**src/rtl/sram_burst_scheduler.sv**
```systemverilog
// Shared SRAM port scheduler: picks write/read direction and queue, runs fixed-length bursts.
// Optional `define SRAM_SCHED_WRITE_PRIO_EN: strict write priority with a read forced after 4 writes.
module sram_burst_scheduler #(
    parameter int NUM_QUEUES        = 4,
    parameter int QUEUE_ID_WIDTH    = 2,
    parameter int BURST_LEN         = 8,
    parameter int CNT_WIDTH         = 8,
    parameter int TURNAROUND_CYCLES = 2
) (
    input  logic                      clk,
    input  logic                      reset,
    input  logic [NUM_QUEUES-1:0]     wr_req,
    input  logic [NUM_QUEUES-1:0]     rd_req,
    input  logic                      mem_ready,
    output logic                      grant_valid,
    output logic                      grant_is_write,
    output logic [QUEUE_ID_WIDTH-1:0] grant_queue_id,
    output logic                      beat,
    output logic                      beat_last,
    output logic [NUM_QUEUES-1:0]     burst_done,
    output logic                      busy
);

    typedef enum logic [1:0] {
        S_IDLE  = 2'd0,
        S_BURST = 2'd1,
        S_DONE  = 2'd2,
        S_TURN  = 2'd3
    } state_t;

    state_t                    state_q, state_d;
    logic [CNT_WIDTH-1:0]      cnt_q, cnt_d;
    logic [3:0]                turn_q, turn_d;
    logic [QUEUE_ID_WIDTH-1:0] wr_ptr_q, wr_ptr_d;
    logic [QUEUE_ID_WIDTH-1:0] rd_ptr_q, rd_ptr_d;
    logic [QUEUE_ID_WIDTH-1:0] qid_q, qid_d;
    logic                      last_dir_q, last_dir_d;
    logic                      is_write_q, is_write_d;
    logic                      any_wr, any_rd, pick_write;
`ifdef SRAM_SCHED_WRITE_PRIO_EN
    logic [2:0]                wcnt_q, wcnt_d;
`endif

    // Round-robin search starting just after ptr; ptr itself is the last candidate.
    function automatic logic [QUEUE_ID_WIDTH-1:0] rr_pick(
        input logic [NUM_QUEUES-1:0]     req,
        input logic [QUEUE_ID_WIDTH-1:0] ptr
    );
        int                    idx;
        logic                  found;
        logic [NUM_QUEUES-1:0] sh;
        rr_pick = ptr;
        found   = 1'b0;
        for (int k = 1; k <= NUM_QUEUES; k++) begin
            idx = int'(ptr) + k;
            if (idx >= NUM_QUEUES) idx = idx - NUM_QUEUES;
            sh = req >> idx;
            if (!found && sh[0]) begin
                rr_pick = QUEUE_ID_WIDTH'(idx);
                found   = 1'b1;
            end
        end
    endfunction

    always_ff @(posedge clk or posedge reset) begin
        if (reset) begin
            state_q    <= S_IDLE;
            cnt_q      <= '0;
            turn_q     <= '0;
            wr_ptr_q   <= '0;
            rd_ptr_q   <= '0;
            qid_q      <= '0;
            last_dir_q <= 1'b0;
            is_write_q <= 1'b0;
`ifdef SRAM_SCHED_WRITE_PRIO_EN
            wcnt_q     <= '0;
`endif
        end else begin
            state_q    <= state_d;
            cnt_q      <= cnt_d;
            turn_q     <= turn_d;
            wr_ptr_q   <= wr_ptr_d;
            rd_ptr_q   <= rd_ptr_d;
            qid_q      <= qid_d;
            last_dir_q <= last_dir_d;
            is_write_q <= is_write_d;
`ifdef SRAM_SCHED_WRITE_PRIO_EN
            wcnt_q     <= wcnt_d;
`endif
        end
    end

    always_comb begin
        state_d    = state_q;
        cnt_d      = cnt_q;
        turn_d     = turn_q;
        wr_ptr_d   = wr_ptr_q;
        rd_ptr_d   = rd_ptr_q;
        qid_d      = qid_q;
        last_dir_d = last_dir_q;
        is_write_d = is_write_q;
        any_wr     = |wr_req;
        any_rd     = |rd_req;
`ifdef SRAM_SCHED_WRITE_PRIO_EN
        wcnt_d     = wcnt_q;
        pick_write = any_wr && !(any_rd && (wcnt_q >= 3'd4));
`else
        // Under contention, go opposite to the last direction (last_dir 1 = write).
        pick_write = any_wr && !(any_rd && last_dir_q);
`endif

        case (state_q)
            S_IDLE: begin
                if (any_wr || any_rd) begin
                    is_write_d = pick_write;
                    last_dir_d = pick_write;
                    turn_d     = '0;
                    if (pick_write) begin
                        qid_d    = rr_pick(wr_req, wr_ptr_q);
                        wr_ptr_d = qid_d;
                    end else begin
                        qid_d    = rr_pick(rd_req, rd_ptr_q);
                        rd_ptr_d = qid_d;
                    end
`ifdef SRAM_SCHED_WRITE_PRIO_EN
                    if (!pick_write)          wcnt_d = 3'd0;
                    else if (wcnt_q != 3'd7)  wcnt_d = wcnt_q + 3'd1;
`endif
                    state_d = (pick_write != last_dir_q) ? S_TURN : S_BURST;
                end
            end
            S_TURN: begin
                if (turn_q == 4'(TURNAROUND_CYCLES - 1)) begin
                    turn_d  = '0;
                    state_d = S_BURST;
                end else begin
                    turn_d = turn_q + 4'd1;
                end
            end
            S_BURST: begin
                if (mem_ready) begin
                    if (cnt_q == CNT_WIDTH'(BURST_LEN - 1)) begin
                        cnt_d   = '0;
                        state_d = S_DONE;
                    end else begin
                        cnt_d = cnt_q + CNT_WIDTH'(1);
                    end
                end
            end
            S_DONE:  state_d = S_IDLE;
            default: state_d = S_IDLE;
        endcase
    end

    assign grant_valid    = (state_q == S_BURST);
    assign grant_is_write = is_write_q;
    assign grant_queue_id = qid_q;
    assign beat           = grant_valid & mem_ready;
    assign beat_last      = beat && (cnt_q == CNT_WIDTH'(BURST_LEN - 1));
    assign burst_done     = (state_q == S_DONE) ? (NUM_QUEUES'(1) << qid_q) : '0;
    assign busy           = (state_q != S_IDLE);

endmodule

```
**config.mk**
```make
export PLATFORM = sky130hd
export DESIGN_NAME = sram_burst_scheduler
export DESIGN_NICKNAME = d
export VERILOG_FILES = /design/src/rtl/sram_burst_scheduler.sv
export SDC_FILE = /design/constraint.sdc
export NUM_CORES = 1
export LEC_CHECK = 0
export ABC_AREA = 0
export BUFFER_PORTS_ARGS = -buffer_cell sky130_fd_sc_hd__buf_4
export CAP_MARGIN = 5
export CORE_UTILIZATION = 57
export DETAILED_ROUTE_END_ITERATION = 10
export HOLD_SLACK_MARGIN = 0.1
export PLACE_DENSITY = 0.8
export SETUP_SLACK_MARGIN = 0.05
export SLEW_MARGIN = 20
export SYNTH_ARGS = -nofsm -noshare
export SYNTH_HDL_FRONTEND = slang
export SYNTH_SLANG_ARGS = --single-unit
```
**constraint.sdc**
```tcl
create_clock -name clk -period 2.65 [get_ports clk]
set_input_delay 0.265 -clock clk [delete_from_list [all_inputs] [get_ports clk]]
set_output_delay 0.265 -clock clk [all_outputs]
set_load 0.005 [all_outputs]
```
### After elaboration in Yosys (flattened, before gate mapping)

Cells that the tools add are included.

* shift operators: 9
* reduce and logical (&&, ||, !) cells: 28
* $add $sub $neg: 18
* $lt $le $gt $ge: 8
* bitwise operators: 2
* mux-type cells: 76
* equality and inequality tests: 10

Operators with widths (number)
* 2-to-1 mux 32 bit: 32
* right shift 4 x 32 -> 1 bit: 8
* 2-to-1 mux 2 bit: 14
* 2-to-1 mux 1 bit: 24
* subtractor 3 x 3 -> 4 bit, second input constant: 6
* greater-or-equal comparator 3 bit, second input constant: 6
* adder 2 x 2 -> 3 bit, second input constant: 4
* 2-to-1 mux 4 bit: 3
* subtractor 4 x 3 -> 5 bit, second input constant: 2
* logical AND 1 bit: 9
* adder 2 x 3 -> 4 bit, second input constant: 2
* adder 8 x 1 -> 8 bit, second input constant: 1
* equality test 8 x 3 -> 1 bit, second input constant: 1
* greater-or-equal comparator 4 x 3 -> 1 bit, second input constant: 2
* 2-to-1 mux 8 bit: 1
* case mux 2 bit (4 select lines): 1
* case mux 4 bit (2 select lines): 1
* OR reduction 4 bit: 2
* logical NOT 1 bit: 7
* adder 2 x 1 -> 3 bit, second input constant: 2
* != test 2 bit, second input constant: 3
* AND reduction 2 bit: 3
* AND reduction 3 bit: 2
* adder 4 x 1 -> 4 bit, second input constant: 1
* 12 further kinds: 14

* word-level logic and storage cells: 158
* register bits after elaboration: 21

### Longest topological paths before layout

* depth after elaboration: 28
* depth in mapped cells: 9
* depth with buffers taken out: 8

### Least setup slack after synthesis

OpenSTA, ideal clock, no wires.

* path kind: register to register
* start: register rd_ptr_q[0]
* end: register qid_q[0], in the netlist grant_queue_id[0]
* setup slack: 553 ps
* arrival time: 2010 ps
* required time: 2563 ps
* period minus slack after synthesis: 2097 ps
* stages on the path, launching flop included: 9
* cell sequence: dfrtp_1 > buf_2 > inv_1 > ha_1 > a221oi_1 > a2bb2oi_1 > a311oi_2 > xnor2_1 > o211ai_1

* longest elaborated chain between the ends: 27
* elaborated cells between the ends (all ways): 55
* classes of those cells: add/sub (8); order compare (4); shift (4); mux (33); reduce/logical (6)

Ends and longest elaborated chain
* start: declaration: RTL line 35 `logic [QUEUE_ID_WIDTH-1:0] rd_ptr_q, rd_ptr_d;`
* start signal: assignment: RTL line 83 `rd_ptr_q <= rd_ptr_d;`
* adder 2 x 1 -> 3 bit: RTL line 55 `idx = int'(ptr) + k;`
* subtractor 3 x 3 -> 4 bit or greater-or-equal comparator 3 bit (tied branches): RTL line 56 `if (idx >= NUM_QUEUES) idx = idx - NUM_QUEUES;`
* 2-to-1 mux 32 bit: RTL line 56
* 2-to-1 mux 32 bit: RTL line 118 `if (pick_write) begin`
* 2-to-1 mux 32 bit: RTL line 114 `if (any_wr || any_rd) begin`
* 2-to-1 mux 32 bit: RTL line 112 `case (state_q)`
* right shift 4 x 32 -> 1 bit: RTL line 57 `sh = req >> idx;`
* 2-to-1 mux 1 bit: RTL line 58 `if (!found && sh[0]) begin`
* (+11 left out)
* 2-to-1 mux 1 bit: RTL line 58
* 2-to-1 mux 1 bit: RTL line 118
* 2-to-1 mux 1 bit: RTL line 114
* 2-to-1 mux 1 bit: RTL line 112
* logical NOT 1 bit: RTL line 58
* logical AND 1 bit: RTL line 58
* 2-to-1 mux 2 bit (*): RTL line 58
* 2-to-1 mux 2 bit (*): RTL line 118
* end signal: assignment: RTL line 84 `qid_q <= qid_d;`
* end: declaration: RTL line 36 `logic [QUEUE_ID_WIDTH-1:0] qid_q, qid_d;`

Mark *: on every way between the ends. The rest lies on a longest branch, timed or not. The select of a mux whose other input is x is not followed.
A chain may end at the register's enable or synchronous reset.

### Worst setup path in the final report

* start: register rd_ptr_q[0]
* end: register rd_ptr_q[0]

* longest elaborated chain between the ends: 26
* elaborated cells between the ends (all ways): 54
* classes of those cells: add/sub (8); order compare (4); shift (4); mux (32); reduce/logical (6)

Ends and longest elaborated chain (RTL line)
* adder 2 x 1 -> 3 bit: 55
* subtractor 3 x 3 -> 4 bit or greater-or-equal comparator 3 bit (tied branches): 56
* 2-to-1 mux 32 bit: 56
* 2-to-1 mux 32 bit: 118
* 2-to-1 mux 32 bit: 114
* 2-to-1 mux 32 bit: 112
* right shift 4 x 32 -> 1 bit: 57
* 2-to-1 mux 1 bit: 58
* (+10 left out)
* logical AND 1 bit: 58
* 2-to-1 mux 1 bit: 58
* 2-to-1 mux 1 bit: 118
* 2-to-1 mux 1 bit: 114
* 2-to-1 mux 1 bit: 112
* logical NOT 1 bit: 58
* logical AND 1 bit: 58
* 2-to-1 mux 2 bit (*): 58

Marked as above.

==> results.md <==
* All-Layer GR Usage at 24.1%
* Vias per cell at 6.04
* CTS resizes at 0
* RR Endpoint: rd_ptr_q[0]
* Maxcap violations at 0
* Syn Std Cell Area at 1580 um^2
* Antenna violations before repair at 0
* Cell variety after synth at 40
* CTS tree: built
* Slew Limit Fails at 0
* # H-tree levels at 1
* CTS Root Cell: clkbuf_4
* Crit. End Element: register
* Layout cells sized above 1 at 16.7%
* Final Net Count at 226
* Setup Crit Path Kind: register to register
* Hpwl dp at 2.54 mm
* TritonCTS Buffers at 3
* Placed cell count at 224
* Seq/Total Area, Yosys at 33.3%
* Die width at 54.6 um
* Setup Fix Bufs, Post-CTS at 0
* Peak Freq at 0.421 GHz
* Slew @ Worst Pin at 0.801 ns
* Min Tclk post-route at 2.38 ns
* Setup TNS at 0 ns
* Core area at 2540 um^2
* Hold_buf cts at 0
* Starting DRT DRC Count at 37
* PD cells at 1030 nW/um^2
* Worst-path clk slew at 0.13 ns
* Rel. slew slack at 46.5%
* Starting Density at 61.9%
* Synth Register Bits at 21
* Total grt overflow at 0
* First-pass GRT wire length at 5.24 mm
* Vias at 1377
* EDFF count, synth at 0
* Peak VDD IR at 684 uV
* Share of flip-flops with an asynchronous set or reset at 100%
* WP data arrival at 2.61 ns
* Final hold vios at 0
* Final Non-Filler Cells at 228
* Vias in the first global route at 1257
* RSZ-0062 raised after global routing: false
* Residual DRC count at 0
* Predominant post-synthesis flop cell: dfrtp_1
* Final setup violation count at 0
* Placement Rows at 18
* Status: complete, no violations
* Hold Crit Class: primary input to async pin
* Crit path to: rd_ptr_q[0]
* Largest net degree at the start of global routing at 22
* Drt pass-1 iters at 4
* Wirelength per Cell at 14.2 um
* Synth Instances at 175
* Worst EP required at 2.89 ns
* Die area at 2980 um^2
* Avg Inst Size Synth at 9.01 um^2
* Ant diodes at 0
* Startpoint Class: register
* Mapped Nets at 202
* IO Count at 22
* Clock latency on the worst-skew pair at 0.31 ns
* Area growth, synth to finish at 13.5%
* Most frequent cells in the layout: nand2_1, dfrtp_1, buf_4, ha_1, inv_1
* Chip height at 54.6 um
* Final WL at 3.24 mm
* Clk sinks at 21
* Final antenna-violating net count at 0
* Port bufs at 21
* Layout Skew at 0.00614 ns
* R2R cell count at 7
* FF-to-FF setup slack at 0.27 ns
* YS warnings at 0
* Clock buffer depth at 2
* Final Wtd Congestion at 0.852
* Crit. Startpoint: rd_ptr_q[0]
* Crit Path Max Fanout at 9
* Lkg Pwr at 0.889 nW
* Final worst-path cycle share at 89.6%
* Worst r2r src: rd_ptr_q[0]
[routing by layer]
metal	part of all wire [%]	GRT usage, %	vias to the layer above
met1	45	29.1	665
met2	51	43.8	34
met5	0	0	-
met3	3.1	3.33	4
met4	0.74	6.41	0
li1	-	-	674
[cells by family after synthesis]
kind of cell,share of synthesized area (%)
XOR/XNOR,3.89
AND/OR/NAND/NOR,22.7
adder cells (fa/ha/maj),12.7
AO/OA/AOI/OAI,16.7
multiplexers,6.51
flip-flops,33.3
buffers and inverters,4.21
[worst min-delay path by stage]
stage / from / end / slack [ns] / cells after the start
floorplan: reset / cnt_q[0] / 0.24 / 1
global placement: reset / rd_ptr_q[0] / 0.47 / 2
detailed placement: reset / rd_ptr_q[0] / 0.47 / 2
CTS: reset / rd_ptr_q[0] / 0.13 / 2
global route: reset / rd_ptr_q[0] / 0.18 / 2
finish: reset / grant_queue_id[0] / 0.1 / 2
[through the flow]
stage / setup slack, ns / utilization [%] / total power (W) / area (um^2) / hold slack [ns]
final: 0.275 / 70.3 / 0.00184 / 1790 / 0.0956
after global routing: 0.0835 / 70.3 / 0.00202 / 1790 / 0.179
after CTS: 0.297 / 70.3 / 0.00184 / 1790 / 0.131
after detailed placement: 0.331 / 69.2 / 0.00168 / 1760 / 0.471
after global placement: 0.459 / 69.2 / 0.00161 / 1760 / 0.472
after floorplan: 0.553 / - / 0.00139 / 1580 / 0.242
[critical path: stages, from the launching register on]
cell	delay (ns)
dfrtp_1	0.56
inv_1	0.20
ha_1	0.40
a221oi_1	0.30
a2bb2oi_1	0.33
a311oi_2	0.17
nor2_1	0.19
xnor2_1	0.14
[cell type report]
type	instances	area (um^2)
Clock buffer	3	22.5
Clock inverter	1	5.00
Fill cell	201	756
Inverter	15	56.3
Multi-Input combinational cell	137	985
Sequential cell	21	526
Tap cell	30	37.5
Timing Repair Buffer	21	158
[Yosys cell counts (all sizes together) (5+ instances only)]
cell type  instances  share of area (%)
a21oi              5                1.6
o21ai             11                3.5
inv               15                3.6
mux2i              8                5.1
nor2               9                2.1
nand2             21                5.0
nor3               8                2.9
ha                16                 13
xnor2              5                2.8
dfrtp             21                 33
nand3             10                3.2
[sequential cells by signal, indices dropped and copies added (netlist names)]
signal and cells:
cnt_q 8, turn_q 4, grant_queue_id 2, wr_ptr_q 2, grant_is_write 1, state_q 2, rd_ptr_q 2
[report_power, final]
part           leakage [nW]  total (W)  internal [W]  switching, W
sequential            0.264   0.000608      0.000430      0.000178
clock                0.0177   0.000164     0.0000563      0.000107
combinational         0.607    0.00107      0.000516      0.000550
(Power assumes the default switching activity.)
